### src/rtl/dot_prod_acc.sv
// dot_prod_acc: pipelined fixed-point dot-product engine.
//
// Each accepted beat carries LANES signed operand pairs. The pairs are
// multiplied into a product register stage (P), then summed into a
// full-precision accumulator one edge later. After VEC_LEN products have been
// accumulated, the sum is quantized once to a BIT_NUM-bit signed result with
// selectable rounding and optional saturation.
//
// Ports:
//   clk, srst_n            clock, synchronous active-low reset
//   in_valid / in_ready    operand beat handshake (in_ready only in ACC)
//   in_a, in_b             LANES packed signed operands, lane i at [i*BIT_NUM +: BIT_NUM]
//   round_mode             0 = floor with +1 when acc negative, 1 = round-half-up
//   sat_en                 1 = clamp to signed BIT_NUM range, 0 = wrap
//   out_valid / out_ready  result handshake
//   out_data               quantized signed result
//   out_sat                quantized value fell outside BIT_NUM signed range

// One lane: registered signed product, loaded when en is high.
module dot_prod_lane #(
  parameter int BIT_NUM = 18
) (
  input  logic                   clk,
  input  logic                   srst_n,
  input  logic                   en,
  input  logic [BIT_NUM-1:0]     a,
  input  logic [BIT_NUM-1:0]     b,
  output logic [2*BIT_NUM-1:0]   prod_q
);
  logic [2*BIT_NUM-1:0] prod_d;

  always_comb begin
    prod_d = prod_q;
    if (en) prod_d = $signed(a) * $signed(b);
  end

  always_ff @(posedge clk) begin
    if (!srst_n) prod_q <= '0;
    else         prod_q <= prod_d;
  end
endmodule

module dot_prod_acc #(
  parameter int BIT_NUM  = 18,
  parameter int FRAC_NUM = 9,
  parameter int LANES    = 2,
  parameter int VEC_LEN  = 8
) (
  input  logic                       clk,
  input  logic                       srst_n,
  input  logic                       in_valid,
  output logic                       in_ready,
  input  logic [LANES*BIT_NUM-1:0]   in_a,
  input  logic [LANES*BIT_NUM-1:0]   in_b,
  input  logic                       round_mode,
  input  logic                       sat_en,
  output logic                       out_valid,
  input  logic                       out_ready,
  output logic [BIT_NUM-1:0]         out_data,
  output logic                       out_sat
);
  localparam int BEATS  = VEC_LEN / LANES;
  localparam int CNT_W  = (BEATS > 1) ? $clog2(BEATS) : 1;
  localparam int PROD_W = 2 * BIT_NUM;
  localparam int ACC_W  = 2 * BIT_NUM + $clog2(VEC_LEN) + 1;
  localparam int QW     = ACC_W - FRAC_NUM;

  // Half an LSB of the result, added before the shift in round-half-up mode.
  localparam logic signed [ACC_W-1:0] RND   = ACC_W'((2 ** FRAC_NUM) / 2);
  localparam logic signed [QW-1:0]    Q_MAX = QW'({1'b0, {(BIT_NUM-1){1'b1}}});
  localparam logic signed [QW-1:0]    Q_MIN = ~Q_MAX;

  typedef enum logic [1:0] {
    S_ACC   = 2'd0,
    S_DRAIN = 2'd1,
    S_OUT   = 2'd2
  } state_e;

  state_e                    state_q, state_d;
  logic [CNT_W-1:0]          cnt_q, cnt_d;
  logic signed [ACC_W-1:0]   acc_q, acc_d;
  logic                      p_vld_q, p_vld_d;
  logic                      mode_q, mode_d;
  logic                      sat_en_q, sat_en_d;
  logic [BIT_NUM-1:0]        out_data_q, out_data_d;
  logic                      out_sat_q, out_sat_d;

  logic                      accept;
  logic [LANES-1:0][PROD_W-1:0] prod;
  logic signed [ACC_W-1:0]   psum;
  logic signed [ACC_W-1:0]   acc_rnd;
  logic signed [QW-1:0]      q;
  logic                      sat_hi, sat_lo;
  logic [BIT_NUM-1:0]        q_data;

  assign in_ready  = (state_q == S_ACC);
  assign out_valid = (state_q == S_OUT);
  assign out_data  = out_data_q;
  assign out_sat   = out_sat_q;
  assign accept    = in_valid && (state_q == S_ACC);

  // Stage P: one registered multiplier per lane.
  for (genvar gi = 0; gi < LANES; gi++) begin : g_lane
    dot_prod_lane #(.BIT_NUM(BIT_NUM)) u_lane (
      .clk    (clk),
      .srst_n (srst_n),
      .en     (accept),
      .a      (in_a[gi*BIT_NUM +: BIT_NUM]),
      .b      (in_b[gi*BIT_NUM +: BIT_NUM]),
      .prod_q (prod[gi])
    );
  end

  // Sign-extended sum of the registered lane products.
  always_comb begin
    psum = '0;
    for (int i = 0; i < LANES; i++) psum = psum + ACC_W'($signed(prod[i]));
  end

  // Quantization of the settled accumulator.
  always_comb begin
    acc_rnd = mode_q ? (acc_q + RND) : acc_q;
    q       = QW'(acc_rnd >>> FRAC_NUM);
    // Legacy mode bumps negative sums by one LSB after flooring.
    if (!mode_q && acc_q[ACC_W-1]) q = q + QW'(1);
    sat_hi = (q > Q_MAX);
    sat_lo = (q < Q_MIN);
    q_data = q[BIT_NUM-1:0];
    if (sat_en_q && sat_hi) q_data = Q_MAX[BIT_NUM-1:0];
    if (sat_en_q && sat_lo) q_data = Q_MIN[BIT_NUM-1:0];
  end

  always_comb begin
    state_d    = state_q;
    cnt_d      = cnt_q;
    acc_d      = acc_q;
    p_vld_d    = accept;
    mode_d     = mode_q;
    sat_en_d   = sat_en_q;
    out_data_d = out_data_q;
    out_sat_d  = out_sat_q;

    if (p_vld_q) acc_d = acc_q + psum;

    case (state_q)
      S_ACC: begin
        if (in_valid) begin
          if (cnt_q == '0) begin
            mode_d   = round_mode;
            sat_en_d = sat_en;
          end
          if (cnt_q == CNT_W'(BEATS - 1)) begin
            cnt_d   = '0;
            state_d = S_DRAIN;
          end else begin
            cnt_d = cnt_q + CNT_W'(1);
          end
        end
      end
      S_DRAIN: begin
        // Entered with the last product still in stage P; wait one edge for it
        // to land in acc, then register the quantized result.
        if (!p_vld_q) begin
          out_data_d = q_data;
          out_sat_d  = sat_hi || sat_lo;
          state_d    = S_OUT;
        end
      end
      S_OUT: begin
        if (out_ready) begin
          acc_d   = '0;
          state_d = S_ACC;
        end
      end
      default: state_d = S_ACC;
    endcase
  end

  always_ff @(posedge clk) begin
    if (!srst_n) begin
      state_q    <= S_ACC;
      cnt_q      <= '0;
      acc_q      <= '0;
      p_vld_q    <= 1'b0;
      mode_q     <= 1'b0;
      sat_en_q   <= 1'b0;
      out_data_q <= '0;
      out_sat_q  <= 1'b0;
    end else begin
      state_q    <= state_d;
      cnt_q      <= cnt_d;
      acc_q      <= acc_d;
      p_vld_q    <= p_vld_d;
      mode_q     <= mode_d;
      sat_en_q   <= sat_en_d;
      out_data_q <= out_data_d;
      out_sat_q  <= out_sat_d;
    end
  end
endmodule

### config.mk
export PLATFORM = sky130hd
export DESIGN_NAME = dot_prod_acc
export DESIGN_NICKNAME = d
export VERILOG_FILES = /design/src/rtl/dot_prod_acc.sv
export SDC_FILE = /design/constraint.sdc
export NUM_CORES = 2
export LEC_CHECK = 0
export BUFFER_PORTS_ARGS = -buffer_cell sky130_fd_sc_hd__buf_2
export CORE_MARGIN = 2
export CORE_UTILIZATION = 60
export DETAILED_ROUTE_END_ITERATION = 8
export HOLD_SLACK_MARGIN = 0.15
export PLACE_DENSITY = 0.78
export SLEW_MARGIN = 20
export SYNTH_ARGS = -nofsm -noshare
export SYNTH_HDL_FRONTEND = slang
export SYNTH_SLANG_ARGS = --single-unit
### constraint.sdc
create_clock -name clk -period 7.5 [get_ports clk]
set_clock_uncertainty 0.2 [all_clocks]
set_input_delay 0.75 -clock clk [delete_from_list [all_inputs] [get_ports clk]]
set_output_delay 0.75 -clock clk [all_outputs]
set_load 0.05 [all_outputs]
Yosys cells after proc, flatten, opt, wreduce, memory -nomap -nowiden
Index checks and enable logic that the tools add are counted.
- register bits after elaboration: 138
- latch bits: 0
- bits in writable memories: 0
- bits in read-only memories: 0
- input bits: 78
- output and inout bits: 21
- logic and storage cells: 52
- memories: 0
- $add $sub $neg: 5
- multipliers: 2
- divide/modulo/power cells: 0
- $lt $le $gt $ge: 2
- eq/ne operators: 7
- shifts and indexed selects: 0
- mux-type cells: 13
- bitwise logic cells: 1
- reduce and logical (&&, ||, !) cells: 12
- operator list (cell ; count):
    $mux W40 ; 4
    $mul A18 B18 Y36 ; 2
    $add A40 B10 Y40 const B ; 1
    $add A40 B37 Y40 ; 1
    $add A36 B36 Y37 ; 1
    $mux W18 ; 2
    $add A31 B2 Y31 const B ; 1
    $gt A31 B18 Y1 const B ; 1
    $lt A31 B18 Y1 const B ; 1
    $mux W31 ; 1
    $mux W2 ; 5
    $pmux W2 S3 ; 1
    $eq A2 B2 Y1 const B ; 2
    $logic_and A1 B1 Y1 ; 4
    $logic_not A2 Y1 ; 2
    $ne A2 B1 Y1 const B ; 2
    $ne A2 B2 Y1 const B ; 2
    $reduce_and A2 Y1 ; 2
    $reduce_and A4 Y1 ; 1
    $reduce_and A3 Y1 ; 1
    $add A2 B1 Y2 const B ; 1
    $eq A2 B1 Y1 const B ; 1
    $logic_not A1 Y1 ; 1
    $logic_or A1 B1 Y1 ; 1
    $not A1 Y1 ; 1

Longest topological paths before layout
- word-level depth: 8
- depth in mapped cells: 28
- gate-level depth less buffers: 26

Hierarchy
A second synthesis with hierarchy kept.
- cell total of the unflattened synthesis: 3807
- area total of the unflattened synthesis: 34155.3 µm²
- by module, submodules not included (module ; instances ; cells each ; area each (µm²) ; seq. area each (µm²)):
    dot_prod_lane (g_lane[0].u_lane) ; 1 ; 1512 ; 13643.1 ; 720.7
    dot_prod_lane (g_lane[1].u_lane) ; 1 ; 1478 ; 13529.2 ; 720.7
    dot_prod_acc ; 1 ; 817 ; 6982.9 ; 1321.3

Worst setup path before layout
Ideal clock, no wire load.
- path type: input port to flip-flop
- start: input port in_a[17]
- end: register g_lane[0].u_lane.prod_q[33]
- setup time: 0.120 ns
- data arrival time: 6.702 ns
- data required time: 7.180 ns
- setup slack: 0.478 ns
- stages: 26
- buffers on the path: 2
- cells stage by stage: clkbuf_1 clkbuf_1 nand2_1 fa_1 inv_1 fa_1 inv_1 fa_1 inv_1 fa_1 fa_1 inv_1 fa_1 inv_1 ha_1 a21o_1 a21o_1 a21o_1 a21oi_1 nor2b_1 o21ai_0 a41oi_1 a21o_1 a41oi_1 nor4_1 a211o_1
- word-level cells in the longest chain between the ends: 1
- RTL lines (item ; RTL line ; RTL):
    start, declared ; 53 ; input logic [LANES*BIT_NUM-1:0] in_a,
    $mul A18 B18 Y36 ; 34 ; if (en) prod_d = $signed(a) * $signed(b);
    end signal, assigned ; 39 ; else prod_q <= prod_d;
    end, declared ; 28 ; output logic [2*BIT_NUM-1:0] prod_q
Every way passes these cells.
A chain may end at the register's enable or synchronous reset.

Worst setup path after layout
- start: input port in_b[3]
- end: register g_lane[0].u_lane.prod_q[31]
- word-level cells in the longest chain between the ends: 1
- RTL lines (item ; RTL line ; RTL):
    start, declared ; 54 ; input logic [LANES*BIT_NUM-1:0] in_b,
    $mul A18 B18 Y36 ; 34 ;
Every way passes these cells.

==> metrics.csv <==
stage,metric,value,unit
drt,ant_nets,0,
setup_path,worstPathRequired,7670,ps
drt,drt_pass1_iterations,6,
synth,synthDistinctLibCells,79,
setup_path,start_kind,primary input,
sta,max-slew-margin-rel,34.46,%
drt,via_per_inst,5.511,
clocking,cts_made_buffers,17,
synth,synth.cell_area,0.03343,sq mm
sta,rsz0062_at_grt,false,
floorplan,initial_utilization,60.68,%
synth,ys_seq_area_share,8.264,%
setup_path,critPathMostFrequentCell,fa_1,
grt,grt_max_degree,73,
finish,mostFrequentLayoutCell,inv_1,
synth,syn_avg_cell_area,8.829,sq um
clocking,tritoncts,built,
setup_path,critPathKind,primary input to flop,
sta,period_share,92.21,%
drt,wl_met1,33160,um
sta,finalCriticalPeriod,6915,ps
setup_path,crit_path_top_delay_cell,fa_1,
finish,insertedDiodeCount,0,
placement,placed_area,0.03453,sq mm
clocking,clock_path_buffers,2,
synth,synth_cells,3786,
clocking,path_clk_slew,70,ps
grt,grt_overflow_total,0,
sta,slew_violations,0,
clocking,cts_sinks,138,
setup_path,critPathCaptureType,flop,
run,max_cap_violations,0,
synth,synth-edff-count,0,
finish,seqCellArea,0.002764,sq mm
drt,routed_wl,77560,um
drt,drc,0,
floorplan,rows,86,
hold_path,hold_path.class,flop to flop,
sta,tightest_slew,974.1,ps
clocking,insertion_delay,440,ps
floorplan,die_x,240.0,um
floorplan,core-area,0.05509,sq mm
synth,synth_seq_cells,138,
drt,avgRoutedWirePerCell,17.05,um
synth,yosysWarnings,0,
finish,stdcell_area,0.03516,sq mm
sta,fmax,144.6,MHz
setup_path,crit_fanout,15,
placement,io_buffers,98,
finish,multi_input_area,0.02712,sq mm
drt,drt_iter0_markers,1670,
floorplan,die_h,240.0,um
placement,dpl.hpwl,64230,um
finish,fill_cells,4624,
drt,wl_met3,5485,um
grt,antenna_found_initial,0,
clocking,cts_max_level,4,
floorplan,dieArea,0.05762,sq mm
synth,synthArstFlopShare,0,%
finish,layout_common_cells,"inv_1 (782), fa_1 (698), nand2_1 (480)",
finish,fin_nets,4793,
sta,setup_viol,0,
drt,wl_met2,36930,um
sta,final.setup.tns,0,ps
clocking,cts_resized,0,
placement,routabilityCongestion,0.9219,
sta,finalHoldViolCount,0,
grt,grtUsageTotal,28.57,%
drt,highest_layer,met4,
drt,vias,25080,
run_status,status,"finished, final reports clean",
floorplan,top_level_ports,99,
finish,drive_gt1_share,5.366,%
synth,ys.flop_type,dfxtp_1,
setup_path,arrival,7090,ps
finish,post-route-util,63.82,%
finish,synthToLayoutAreaGrowth,5.184,%
clocking,post-cts-setup-buffers,0,
grt,first_global_vias,25960,
setup_path,slowest_delay,590,ps
clocking,holdBufCountCts,0,
synth,synth_fp_nets,4790,
clocking,cts_root_buf,clkbuf_16,
grt,grt_pass1_wl,130800,um
[per-stage QoR]
stage / hold WS, ps / worst slack [ps] / instances
finish: 247.7 / 584.5 / 4550
global route: 267.5 / 239.6 / 4550
CTS: 250.8 / 628.1 / 4550
detailed placement: 242.1 / 176.3 / 4518
global placement: 235.4 / 304.8 / 4518
floorplan: 238.9 / 478.4 / 3786
[critical path, delay by kind of cell]
family                   cells  cell delay (ps)
AND/OR/NAND/NOR              2              190
AO/OA/AOI/OAI               10             1870
buffers and inverters        7              810
adder cells (fa/ha/maj)      7             3440
[registers in the layout, summed over array words and instances (netlist names)]
name                  cells
out_data                 18
g_lane.u_lane.prod_q     72
cnt_q                     2
sat_en_q                  1
out_sat                   1
acc_q                    40
state_q                   2
p_vld_q                   1
mode_q                    1
[area by class of cell]
| cell class | instances | share of cell area (%) |
|---|---|---|
| tap | 748 | 2.662 |
| clock inverter | 15 | 0.5907 |
| inverter | 784 | 8.370 |
| clock buffer | 17 | 1.210 |
| sequential | 138 | 7.861 |
| multi-input combinational | 2714 | 77.14 |
| timing repair buffer | 134 | 2.164 |
[cells in the mapped netlist (11+ instances only)]
cell      count  share of area, %
a211oi_1     17              0.38
a21o_1       43              0.97
a21oi_1     165               2.5
a31oi_1      15              0.28
and2_1      334               6.3
and3_1       11              0.21
buf_2        12              0.18
clkbuf_1    124               1.4
dfxtp_1     138               8.3
fa_1        698                42
ha_1        228               8.5
inv_1       783               8.8
mux2i_1      29              0.87
nand2_1     481               5.4
nand2b_1     27              0.51
nand3_1      47              0.70
nand4_1      19              0.36
nor2_1      140               1.6
nor2b_1      15              0.28
nor3_1       33              0.49
nor4_1       17              0.32
o211ai_1     13              0.29
o21a_1       13              0.29
o21ai_0      68               1.0
o21bai_1     21              0.47
xnor2_1     107               2.8
xor2_1       35              0.92
[cells by family after synthesis]
kind of cell             after synthesis  synth area share (%)
AO/OA/AOI/OAI                        430                 8.291
XOR/XNOR                             143                 3.769
adder cells (fa/ha/maj)              926                 50.33
buffers and inverters                934                 10.60
flip-flops                           138                 8.264
multiplexers                          33                 1.003
AND/OR/NAND/NOR                     1182                 17.73
[path summary, 6_finish.rpt]
kind	startpoint	to	slack (ps)	depth (start not counted)
worst max-delay path	in_b[3]	g_lane[0].u_lane.prod_q[31]$_SDFFE_PN0P_	580	26
worst min-delay path	out_data[15]$_SDFFE_PN0P_	out_data[15]$_SDFFE_PN0P_	250	2
worst max register to register	acc_q[9]$_SDFF_PN0_	out_data[7]$_SDFFE_PN0P_	2540	14
worst min register to register	out_data[15]$_SDFFE_PN0P_	out_data[15]$_SDFFE_PN0P_	250	2
[routing by layer]
metal  track usage, %  vias up
met2            46.58      832
met5                0        -
met1            39.67    12480
li1                 -    11630
met4            7.698        0
met3            4.914      135
Power is left out: the tool's default activity adds up to more than one toggle a clock period on the data nets, which glitch-free logic cannot reach.
